===== config.mk =====
export PLATFORM = sky130hd
export DESIGN_NAME = soc_arbiter_wb
export DESIGN_NICKNAME = d
export VERILOG_FILES = /design/src/rtl/soc_wb_pkg.sv /design/src/rtl/soc_arb_rr.sv /design/src/rtl/soc_arbiter_wb.sv
export SDC_FILE = /design/constraint.sdc
export NUM_CORES = 1
export LEC_CHECK = 0
export CAP_MARGIN = 20
export CORE_AREA = 2 2 129 131
export CTS_CLUSTER_DIAMETER = 60
export CTS_CLUSTER_SIZE = 24
export DETAILED_ROUTE_END_ITERATION = 16
export DIE_AREA = 0 0 131 133
export HOLD_SLACK_MARGIN = 0.15
export PLACE_DENSITY = 0.6
export SETUP_SLACK_MARGIN = 0.5
export SLEW_MARGIN = 20
export SYNTH_ARGS = -nofsm -noshare
export SYNTH_HDL_FRONTEND = slang
export SYNTH_HIERARCHICAL = 1
export SYNTH_SLANG_ARGS = --single-unit

===== constraint.sdc =====
create_clock -name clk_i -period 3.4 [get_ports clk_i]
set_input_delay 0.51 -clock clk_i [delete_from_list [all_inputs] [get_ports clk_i]]
set_output_delay 0.51 -clock clk_i [all_outputs]
set_load 0.02 [all_outputs]

===== src/rtl/soc_wb_pkg.sv =====
// Shared Wishbone definitions: cycle-type/burst encodings and arbiter state type.
package soc_wb_pkg;

    // Cycle type identifier encodings
    localparam logic [2:0] CTI_CLASSIC = 3'b000;
    localparam logic [2:0] CTI_CONST   = 3'b001;
    localparam logic [2:0] CTI_INCR    = 3'b010;
    localparam logic [2:0] CTI_EOB     = 3'b111;

    // Burst type extension encodings
    localparam logic [1:0] BTE_LINEAR  = 2'b00;
    localparam logic [1:0] BTE_WRAP4   = 2'b01;
    localparam logic [1:0] BTE_WRAP8   = 2'b10;
    localparam logic [1:0] BTE_WRAP16  = 2'b11;

    // Arbiter ownership state
    typedef enum logic {
        ARB_IDLE = 1'b0,
        ARB_BUSY = 1'b1
    } arb_state_e;

endpackage


===== src/rtl/soc_arb_rr.sv =====
// Round-robin next-grant search: first requester after 'last', wrapping.
module soc_arb_rr
    import soc_wb_pkg::*;
#(
    parameter int unsigned MASTERS = 2,
    parameter int unsigned IDX_W   = 1
) (
    input  logic [MASTERS-1:0] req,
    input  logic [IDX_W-1:0]   last,
    output logic [MASTERS-1:0] nxt
);

    // Scan offsets 1..MASTERS from last; the first asserted request wins
    always_comb begin
        logic        found;
        int unsigned idx;
        nxt   = '0;
        found = 1'b0;
        idx   = 0;
        for (int k = 1; k <= MASTERS; k++) begin
            idx = (int'(last) + k) % MASTERS;
            if (!found && req[IDX_W'(idx)]) begin
                nxt[IDX_W'(idx)] = 1'b1;
                found            = 1'b1;
            end
        end
    end

endmodule


===== src/rtl/soc_arbiter_wb.sv =====
// Wishbone N-master to 1-slave arbiter with round-robin, whole-cycle ownership.
module soc_arbiter_wb
    import soc_wb_pkg::*;
#(
    parameter int unsigned MASTERS    = 2,
    parameter int unsigned DATA_WIDTH = 32,
    parameter int unsigned ADDR_WIDTH = 32
) (
    input  logic                                 clk_i,
    input  logic                                 rst_i,

    input  logic [MASTERS-1:0][ADDR_WIDTH-1:0]   m_adr_i,
    input  logic [MASTERS-1:0][DATA_WIDTH-1:0]   m_dat_i,
    input  logic [MASTERS-1:0][DATA_WIDTH/8-1:0] m_sel_i,
    input  logic [MASTERS-1:0][2:0]              m_cti_i,
    input  logic [MASTERS-1:0][1:0]              m_bte_i,
    input  logic [MASTERS-1:0]                   m_cyc_i,
    input  logic [MASTERS-1:0]                   m_stb_i,
    input  logic [MASTERS-1:0]                   m_we_i,

    output logic [MASTERS-1:0][DATA_WIDTH-1:0]   m_dat_o,
    output logic [MASTERS-1:0]                   m_ack_o,
    output logic [MASTERS-1:0]                   m_err_o,
    output logic [MASTERS-1:0]                   m_rty_o,

    output logic [ADDR_WIDTH-1:0]                s_adr_o,
    output logic [DATA_WIDTH-1:0]                s_dat_o,
    output logic [DATA_WIDTH/8-1:0]              s_sel_o,
    output logic                                 s_we_o,
    output logic                                 s_cyc_o,
    output logic                                 s_stb_o,
    output logic [2:0]                           s_cti_o,
    output logic [1:0]                           s_bte_o,

    input  logic [DATA_WIDTH-1:0]                s_dat_i,
    input  logic                                 s_ack_i,
    input  logic                                 s_err_i,
    input  logic                                 s_rty_i
);

    localparam int unsigned SEL_WIDTH = DATA_WIDTH / 8;
    localparam int unsigned IDX_W     = (MASTERS > 1) ? $clog2(MASTERS) : 1;

    arb_state_e          state, state_nxt;
    logic [MASTERS-1:0]  grant, grant_nxt;
    logic [IDX_W-1:0]    last, last_nxt;
    logic [MASTERS-1:0]  rr_nxt;
    logic [IDX_W-1:0]    rr_idx;
    logic [IDX_W-1:0]    sel_idx;
    logic                busy;

    soc_arb_rr #(
        .MASTERS (MASTERS),
        .IDX_W   (IDX_W)
    ) u_rr (
        .req  (m_cyc_i),
        .last (last),
        .nxt  (rr_nxt)
    );

    // One-hot round-robin winner to index
    always_comb begin
        rr_idx = '0;
        for (int i = 0; i < MASTERS; i++) begin
            if (rr_nxt[i]) rr_idx = IDX_W'(i);
        end
    end

    // State, grant and last-owner registers; reset leaves master 0 first in line
    always_ff @(posedge clk_i or posedge rst_i) begin
        if (rst_i) begin
            state <= ARB_IDLE;
            grant <= '0;
            last  <= IDX_W'(MASTERS - 1);
        end else begin
            state <= state_nxt;
            grant <= grant_nxt;
            last  <= last_nxt;
        end
    end

    // Next-state: grant from IDLE, release to IDLE when the owner drops cyc
    always_comb begin
        state_nxt = state;
        grant_nxt = grant;
        last_nxt  = last;
        case (state)
            ARB_IDLE: begin
                if (|m_cyc_i) begin
                    state_nxt = ARB_BUSY;
                    grant_nxt = rr_nxt;
                    last_nxt  = rr_idx;
                end
            end
            ARB_BUSY: begin
                if (!m_cyc_i[last]) begin
                    state_nxt = ARB_IDLE;
                    grant_nxt = '0;
                end
            end
            default: begin
                state_nxt = ARB_IDLE;
                grant_nxt = '0;
            end
        endcase
    end

    // The owner's index is 'last' while busy; master 0 otherwise so outputs stay defined
    always_comb begin
        busy    = (state == ARB_BUSY);
        sel_idx = busy ? last : '0;
    end

    // Slave-side mux from the selected master; cyc/stb suppressed when idle
    always_comb begin
        s_adr_o = m_adr_i[sel_idx];
        s_dat_o = m_dat_i[sel_idx];
        s_sel_o = SEL_WIDTH'(m_sel_i[sel_idx]);
        s_we_o  = m_we_i[sel_idx];
        s_cti_o = m_cti_i[sel_idx];
        s_bte_o = m_bte_i[sel_idx];
        s_cyc_o = busy & m_cyc_i[sel_idx];
        s_stb_o = busy & m_stb_i[sel_idx];
    end

    // Terminations steered to the owner only, qualified by its cyc; read data broadcast
    always_comb begin
        m_ack_o = grant & m_cyc_i & {MASTERS{s_ack_i}};
        m_err_o = grant & m_cyc_i & {MASTERS{s_err_i}};
        m_rty_o = grant & m_cyc_i & {MASTERS{s_rty_i}};
        for (int i = 0; i < MASTERS; i++) begin
            m_dat_o[i] = s_dat_i;
        end
    end

endmodule


==> results of run 1 <==
[worst paths after layout]
kind | startpoint | endpoint | slack [ns] | cells past startpoint
worst max-delay path | busy | s_adr_o[1] | 0.62 | 4
worst min-delay path | rst_i | busy | 0.48 | 2
worst max register to register | busy | busy | 2.06 | 4
worst min register to register | grant[1] | grant[1] | 0.61 | 2
max in group asynchronous | rst_i | last | 2.68 | 2
min in group clk_i | grant[1] | grant[1] | 0.61 | 2
[sequential cells by signal, summed over array words and instances (netlist names)]
name and flops:
busy 1, grant 2, last 1
[synthesized netlist by cell type (all sizes together)]
cell type / number / area (um2)
and3: 6 / 37.54
o21ai: 1 / 5.000
a21boi: 2 / 15.02
nor2b: 3 / 18.77
mux2i: 3 / 30.03
o22ai: 1 / 6.260
nand4: 2 / 12.51
dfstp: 1 / 26.28
clkbuf: 2 / 7.510
and3b: 1 / 8.760
dfrtp: 3 / 75.07
mux2: 75 / 1028
nand3b: 1 / 7.510
nor2: 4 / 15.01
buf: 73 / 565.5
inv: 2 / 7.510
nand2: 3 / 13.77
nand2b: 1 / 6.260
a21oi: 1 / 5.000
[per-layer routing]
metal,GRT usage,vias up,wire length (um)
met2,0.1477,185,3891
li1,-,912,-
met1,0.07440,886,2512
met3,0.02992,4,1114
met4,0.01064,0,19
met5,0,-,0
[final cells by class]
type                    count  area [um2]
inverters                   2       7.507
multi-input cells         104        1215
repair buffers            240        2410
fillers                  1698       12080
clock buffers               4       78.83
well taps                 220       275.3
flip-flops and latches      4       101.3
[cells in the final DEF (no fill, tap or decap), types with 2 or more instances in the layout]
master | synthesis | layout
and3_1 | 6 | 6
nand4_1 | 2 | 2
nor2_1 | 4 | 4
mux2i_1 | 3 | 3
nor2b_1 | 3 | 3
mux2_4 | 49 | 49
nand2_1 | 2 | 2
clkbuf_16 | 0 | 3
inv_1 | 2 | 2
mux2_2 | 26 | 26
clkdlybuf4s50_1 | 0 | 238
dfrtp_1 | 3 | 3
[per-stage QoR]
step / cells / hold WS, ns / area [um2] / utilization
after floorplan: 185 / 0.2754 / 1892 / -
after global placement: 570 / 0.5770 / 4009 / 0.2479
after detailed placement: 570 / 0.5876 / 4009 / 0.2479
after CTS: 574 / 0.4888 / 4088 / 0.2528
after global routing: 574 / 0.5002 / 4088 / 0.2528
final: 574 / 0.4791 / 4088 / 0.2528
[power groups by stage]
| stage | Sequential (mW) | Combinational (mW) | Clock, mW |
|---|---|---|---|
| 6_report | 0.112 | 1.69 | 0.192 |
| 5_1_grt | 0.117 | 1.78 | 0.197 |
| 4_1_cts | 0.111 | 1.71 | 0.192 |
| 3_5_place_dp | 0.111 | 1.70 | 0 |
| 3_3_place_gp | 0.109 | 1.69 | 0 |
| 2_1_floorplan | 0.0817 | 1.15 | 0 |
[critical path, cell delays in order, from the launching register on]
cell and delay [ns]:
dfrtp_1 0.51, nand2_4 0.15, buf_4 0.41, mux2_2 0.40
clkdlybuf4s50_1 0.54
[kinds of logic after synthesis]
logic type,share of synthesized area
DFF,0.05357
muxes,0.5595
AOI/OAI and AO/OA,0.01653
buffers and inverters,0.3069
and+or+nand+nor,0.06350
==> summary.txt, run 1 <==
status = finished, final reports clean
Worst Tran Pin Value = 0.4827 ns
grt ovf = 0
#FFs+latches synth = 4
Layout area overhead = 116.1%
Post-Route Setup TNS = 0 ns
clock root cell = clkbuf_16
IO buf count = 238
Max-cap violations = 0
Mapped Cells = 185
Worst Hold Class = input pin to asynchronous set/reset pin
part of the Yosys area used for sequential elements = 0.05357
Leakage = 1.683 nW
cell row count = 47
# hold bufs at CTS = 0
# Post-CTS Setup Buffers = 0
worst-path fanout max = 33
CTS Buf Count = 3
worst path arrival time = 2.27 ns
share of power burned in combinational logic = 0.848
Power Dens Cells = 487.1 nW/um2
Startpoint Class = register
initial antenna violation count = 0
Yosys Warn Count = 6
Setup Viol. Count Final = 0
htree depth = 1
Int Power = 1.204 mW
post-DP HPWL = 6.503 mm
clock share of power = 0.096
chip height = 133 um
path type of the worst setup path = register to output pin
diode count = 0
Mapped Area = 1892 um2
chip width = 131 um
Reg power frac = 0.056
minimum clock period = 2.785 ns
critical path capture point type = output pin
largest net degree at the start of global routing = 43
Worst Path Required = 2.89 ns
Layout Nets = 544
core area = 16170 um2
Final Cycle Share = 0.8190
clock buffer depth = 2
unrepaired setup endpoints after global routing = false
post-DR vias/cell = 3.462
vias in the first global route = 2138
All-Layer GR Usage = 0.07534
Hold Vio Cnt, Final = 0
first-pass GRT wire length = 10.61 mm
switching share of power = 0.3953
initial core utilization = 0.1170
share of cells above drive strength 1 = 0.2316
net switching power = 0.7872 mW
DR iter-0 viols = 53
mean post-synth cell area = 10.23 um2
DRT Wirelength = 7.538 mm
fmax = 0.3591 GHz
Pwr Total = 1.991 mW
clk sink count = 4
via count = 1987
Setup WS pre-CTS = 0.8260 ns
Placer Congestion = 0.7546
# DRC = 0
worst vdd ir = 0.3404 mV
Die Footprint = 17420 um2
Worst Skew = 0.004314 ns
Clk Latency, worst-skew pair = 0.23 ns
Ports = 335
Slew headroom = 0.6782
max-slew violations = 0
CTS tree = built
Clk pin slew, worst setup/hold paths = 0.03 ns
post-route ant nets = 0
post-cts sizing count = 0
syn nets = 374
Pre-antenna DRT Iters = 4
WL/cell = 13.13 um
Distinct cells, synth = 24
PnR worst setup slack = 0.6155 ns
Power figures use the tool's default switching activity.
==> run 2, diff against run 1 <==
Settings changed: CORE_AREA 2 2 129 131 to 2 2 130 132, DIE_AREA 0 0 131 133 to 0 0 132 134, PLACE_DENSITY 0.6 to 0.61.
Clock period 3.4 ns to 2.5 ns, I/O delays scaled along.
==> run 2 against run 1 <==
  * Sequential cell count unchanged
  * Via count up 1.3%
  * Final area rose by 1.1%
  * Global-route usage increased by 0.59 points
  * Clock power is 33% higher
==> summary.txt, run 2 (synthesis gave the netlist of run 1 again) <==
Worst Hold Class = input pin to asynchronous set/reset pin
Post-Route Setup TNS = 0 ns
wire length on met2 = 4.219 mm
clock root cell = clkbuf_16
initial core utilization = 0.1161
Min Hold Slack = 0.3395 ns
minimum clock period = 2.079 ns
core area = 16290 um2
Max Used Layer = met4
fillers = 1763
htree depth = 1
first-pass GRT wire length = 11.74 mm
Placer Congestion = 0.7895
Clk pin slew, worst setup/hold paths = 0.03 ns
Leakage = 1.872 nW
Setup Viol. Count Final = 0
DR iter-0 viols = 26
critical path capture point type = output pin
WL/cell = 14.31 um
Pwr Total = 2.843 mW
met3 routed WL = 935 um
PnR worst setup slack = 0.4209 ns
diode count = 0
All-Layer GR Usage = 0.08127
path type of the worst setup path = register to output pin
Largest register FFs = 2
share of cells above drive strength 1 = 0.4659
clock buffer depth = 2
Worst Path Required = 2.12 ns
Max-cap violations = 0
max-slew violations = 0
initial antenna violation count = 0
Slew headroom = 0.7777
Ports = 335
Power Dens Cells = 688.0 nW/um2
# DRC = 0
Worst Skew = 0.004760 ns
via count = 2013
post-route ant nets = 0
Metal-1 WL = 3.231 mm
Final Cycle Share = 0.8317
most frequent cells in the layout = 156 x clkdlybuf4s50_1, 49 x mux2_4, 27 x clkdlybuf4s15_2
area of the multi-input gates = 1236 um2
worst vdd ir = 0.4474 mV
chip height = 134 um
Reg area = 102.6 um2
DRT Wirelength = 8.399 mm
Clk Latency, worst-skew pair = 0.22 ns
most flop-heavy register = grant
unrepaired setup endpoints after global routing = true
Setup WS pre-CTS = 0.2333 ns
most common cell after layout, fill and taps aside = clkdlybuf4s50_1
vias in the first global route = 2179
CTS Buf Count = 3
Startpoint Class = register
CTS tree = built
Final Cell Area = 4133 um2
largest net degree at the start of global routing = 21
post-DP HPWL = 6.379 mm
area post-placement = 4029 um2
Worst Tran Pin Value = 0.3335 ns
fmax = 0.4810 GHz
IO buf count = 238
clk sink count = 4
worst path arrival time = 1.70 ns
worst-path fanout max = 9
Hold Vio Cnt, Final = 0
r2r setup slk = 1.08 ns
Pre-antenna DRT Iters = 4
post-DR vias/cell = 3.429
grt ovf = 0
Layout area overhead = 118.5%
Layout Nets = 557
cell row count = 47
chip width = 132 um
status = finished, final reports clean
Die Footprint = 17690 um2
-- run 2: area by class of cell --
cell class,count,area share
repair buffers,253,0.5886
multi-input cells,104,0.2991
well taps,220,0.06661
flip-flops and latches,4,0.02483
clock buffers,4,0.01907
inverters,2,0.001817
-- run 2: per-layer routing --
layer / GRT usage / vias up
met4: 0.006643 / 0
met1: 0.09035 / 897
li1: - / 943
met5: 0 / -
met2: 0.1473 / 167
met3: 0.03779 / 6
-- run 2: final timing paths --
path / endpoint / startpoint / cells past startpoint
worst max-delay path: s_dat_o[4] / last / 4
worst min-delay path: grant[1] / rst_i / 2
worst max register to register: grant[0] / last / 6
worst min register to register: grant[0] / grant[0] / 2
max in group asynchronous: last / rst_i / 2
min in group clk_i: grant[0] / grant[0] / 2
-- run 2: worst max-delay path, stage by stage, from the launching register on --
cell             delay, ns
dfstp_2               0.57
nand2_8               0.13
clkbuf_16             0.21
mux2_4                0.30
clkdlybuf4s15_2       0.26
-- run 2: per-stage QoR --
| step | cells | util |
|---|---|---|
| 2_1_floorplan | 185 | - |
| 3_3_place_gp | 571 | 0.2473 |
| 3_5_place_dp | 571 | 0.2473 |
| 4_1_cts | 582 | 0.2544 |
| 5_1_grt | 587 | 0.2537 |
| 6_report | 587 | 0.2537 |
-- run 2: power by group --
group	total, mW	switching, mW	internal [mW]
Combinational	2.46	1.09	1.36
Sequential	0.133	0.0364	0.0964
Clock	0.255	0.0446	0.211
Total	2.84	1.17	1.67
-- run 2: repair_timing --
item                                    4_1_cts  5_1_grt
endpoints found under the setup margin       82       62
setup buffers                                 5        2
hold buffers                                  0        0
cloned                                        2        3
pin swaps                                     1        1
gates resized for setup                     211       53
==> run 3, diff against run 2 <==
Clock period 2.5 ns to 1.77 ns, I/O delays scaled along.
==> run 3 against run 2 <==
  * The flow now finishes with violations (setup timing)
  * Clock skew about the same
  * Sequential share of layout area decreased by 0.13 points
  * Global-route usage increased by 2.0 points
  * Final cell count increased by 0.85%
  * Non-clock buffer count increased by 5
  * Worst hold slack got worse by 0.099 ns
  * Final area increased by 4.1%
  * Worst setup slack got worse by 0.55 ns
==> summary.txt, run 3 (synthesis gave the netlist of run 1 again) <==
status = complete, but fails checks
failing checks = setup timing
post-DR vias/cell = 3.539
chip width = 132 um
most frequent cells in the layout = 151 x clkdlybuf4s50_1, 59 x buf_6, 50 x mux2_4
first-pass GRT wire length = 13.72 mm
chip height = 134 um
Clk pin slew, worst setup/hold paths = 0.03 ns
All-Layer GR Usage = 0.1010
initial core utilization = 0.1161
PnR worst setup slack = -0.1245 ns
Die Footprint = 17690 um2
Finished Layout Cells = 592
RR Endpoint = grant[0]
r2r setup slk = 0.28 ns
max-slew violations = 0
Min Hold Slack = 0.2409 ns
Placer Congestion = 0.8283
# DRC = 0
Worst Hold Class = input pin to asynchronous set/reset pin
net switching power = 1.778 mW
fmax = 0.5278 GHz
Int Power = 2.611 mW
post-route ant nets = 0
worst path arrival time = 1.63 ns
cell row count = 47
Worst Path Required = 1.50 ns
Reg power frac = 0.042
r2r startpoint = last
core area = 16290 um2
critical path capture point type = output pin
Startpoint Class = register
share of cells above drive strength 1 = 0.5054
most common cell after layout, fill and taps aside = clkdlybuf4s50_1
Cell Count Post-Placement = 578
vias in the first global route = 2251
Layout area overhead = 127.4%
Reg2Reg Depth = 8
Largest register FFs = 2
CTS Buf Count = 3
path type of the worst setup path = register to output pin
Setup Viol. Count Final = 74
switching share of power = 0.4051
unrepaired setup endpoints after global routing = true
Largest delay share family, worst path = flip-flops
most flop-heavy register = grant
Pre-antenna DRT Iters = 4
share of power burned in combinational logic = 0.874
IO buf count = 238
worst-path fanout max = 7
htree depth = 1
Top cell by count, worst path = buf_6
clock root cell = clkbuf_16
post-DP HPWL = 8.197 mm
CTS tree = built
Worst Tran Pin Value = 0.2641 ns
Ports = 335
DRT Wirelength = 9.816 mm
crit-path max cell delay = 0.57 ns
clk sink count = 4
Slew headroom = 0.8233
clock buffer depth = 2
largest net degree at the start of global routing = 20
DR iter-0 viols = 39
diode count = 0
initial antenna violation count = 0
minimum clock period = 1.895 ns
Setup WS pre-CTS = -0.2797 ns
via count = 2095
grt ovf = 0
WL/cell = 16.58 um
Max-cap violations = 0
Hold Vio Cnt, Final = 0
crit-path cells = nand2_8 > buf_6 > buf_8 > mux2_4 > buf_6
Layout Nets = 562
Leakage = 1.949 nW
Final Cycle Share = 1.070
clock share of power = 0.084
worst vdd ir = 0.4598 mV
Power Dens Cells = 1020 nW/um2
Clk Latency, worst-skew pair = 0.23 ns
Worst Path Buf+Inv = 3
Worst Skew = 0.004769 ns
slowest CP cell = dfstp_2
-- run 3: cell types whose count changed in the layout (fill, tap and decap cells not counted), sizes merged --
cell,delta
clkbuf,-22
dlygate4sd2,-2
buf,+62
dlymetal6s2s,-1
clkdlybuf4s15,-27
clkdlybuf4s50,-5
-- run 3: final cells by class --
type / instances / area [um2]
clock buffers: 4 / 78.83
fillers: 1731 / 11990
inverters: 2 / 7.507
multi-input cells: 104 / 1257
flip-flops and latches: 4 / 101.3
well taps: 220 / 275.3
repair buffers: 258 / 2582
-- run 3: timing repair --
action,CTS,global route
pin swaps,5,1
setup endpoints to repair,85,85
gates resized for setup,422,47
hold buffers,0,0
cloned,1,2
setup buffers,5,2
-- run 3: worst max path at each step --
stage	startpoint	to	slack, ns	depth (start not counted)
floorplan	last	s_adr_o[29]	0.20	5
global placement	busy	s_dat_o[31]	-0.26	4
detailed placement	busy	s_dat_o[31]	-0.28	4
CTS	last	s_adr_o[15]	-0.15	5
global route	last	s_adr_o[15]	-0.17	5
finish	last	s_adr_o[15]	-0.12	5
-- run 3: through the flow --
step / utilization / total power, mW / TNS [ns] / area [um2]
after floorplan: - / 2.395 / 0 / 1909
after global placement: 0.2509 / 3.648 / -12.97 / 4086
after detailed placement: 0.2509 / 3.669 / -13.93 / 4086
after CTS: 0.2512 / 4.115 / -5.332 / 4093
after global routing: 0.2642 / 4.591 / -7.649 / 4303
final: 0.2642 / 4.389 / -4.754 / 4303
-- run 3: routing by layer --
layer  part of all wire  GRT usage
met5                  0          0
met4             0.0074    0.01993
met3               0.11    0.04044
met2               0.49     0.1782
met1               0.40     0.1157
-- run 3: power by group through the flow --
stage               Sequential (mW)  Combinational, mW  Clock, mW
floorplan                     0.162               2.23          0
global placement              0.173               3.48          0
detailed placement            0.173               3.50          0
CTS                           0.183               3.56      0.374
global route                  0.188               4.02      0.381
finish                        0.183               3.84      0.369
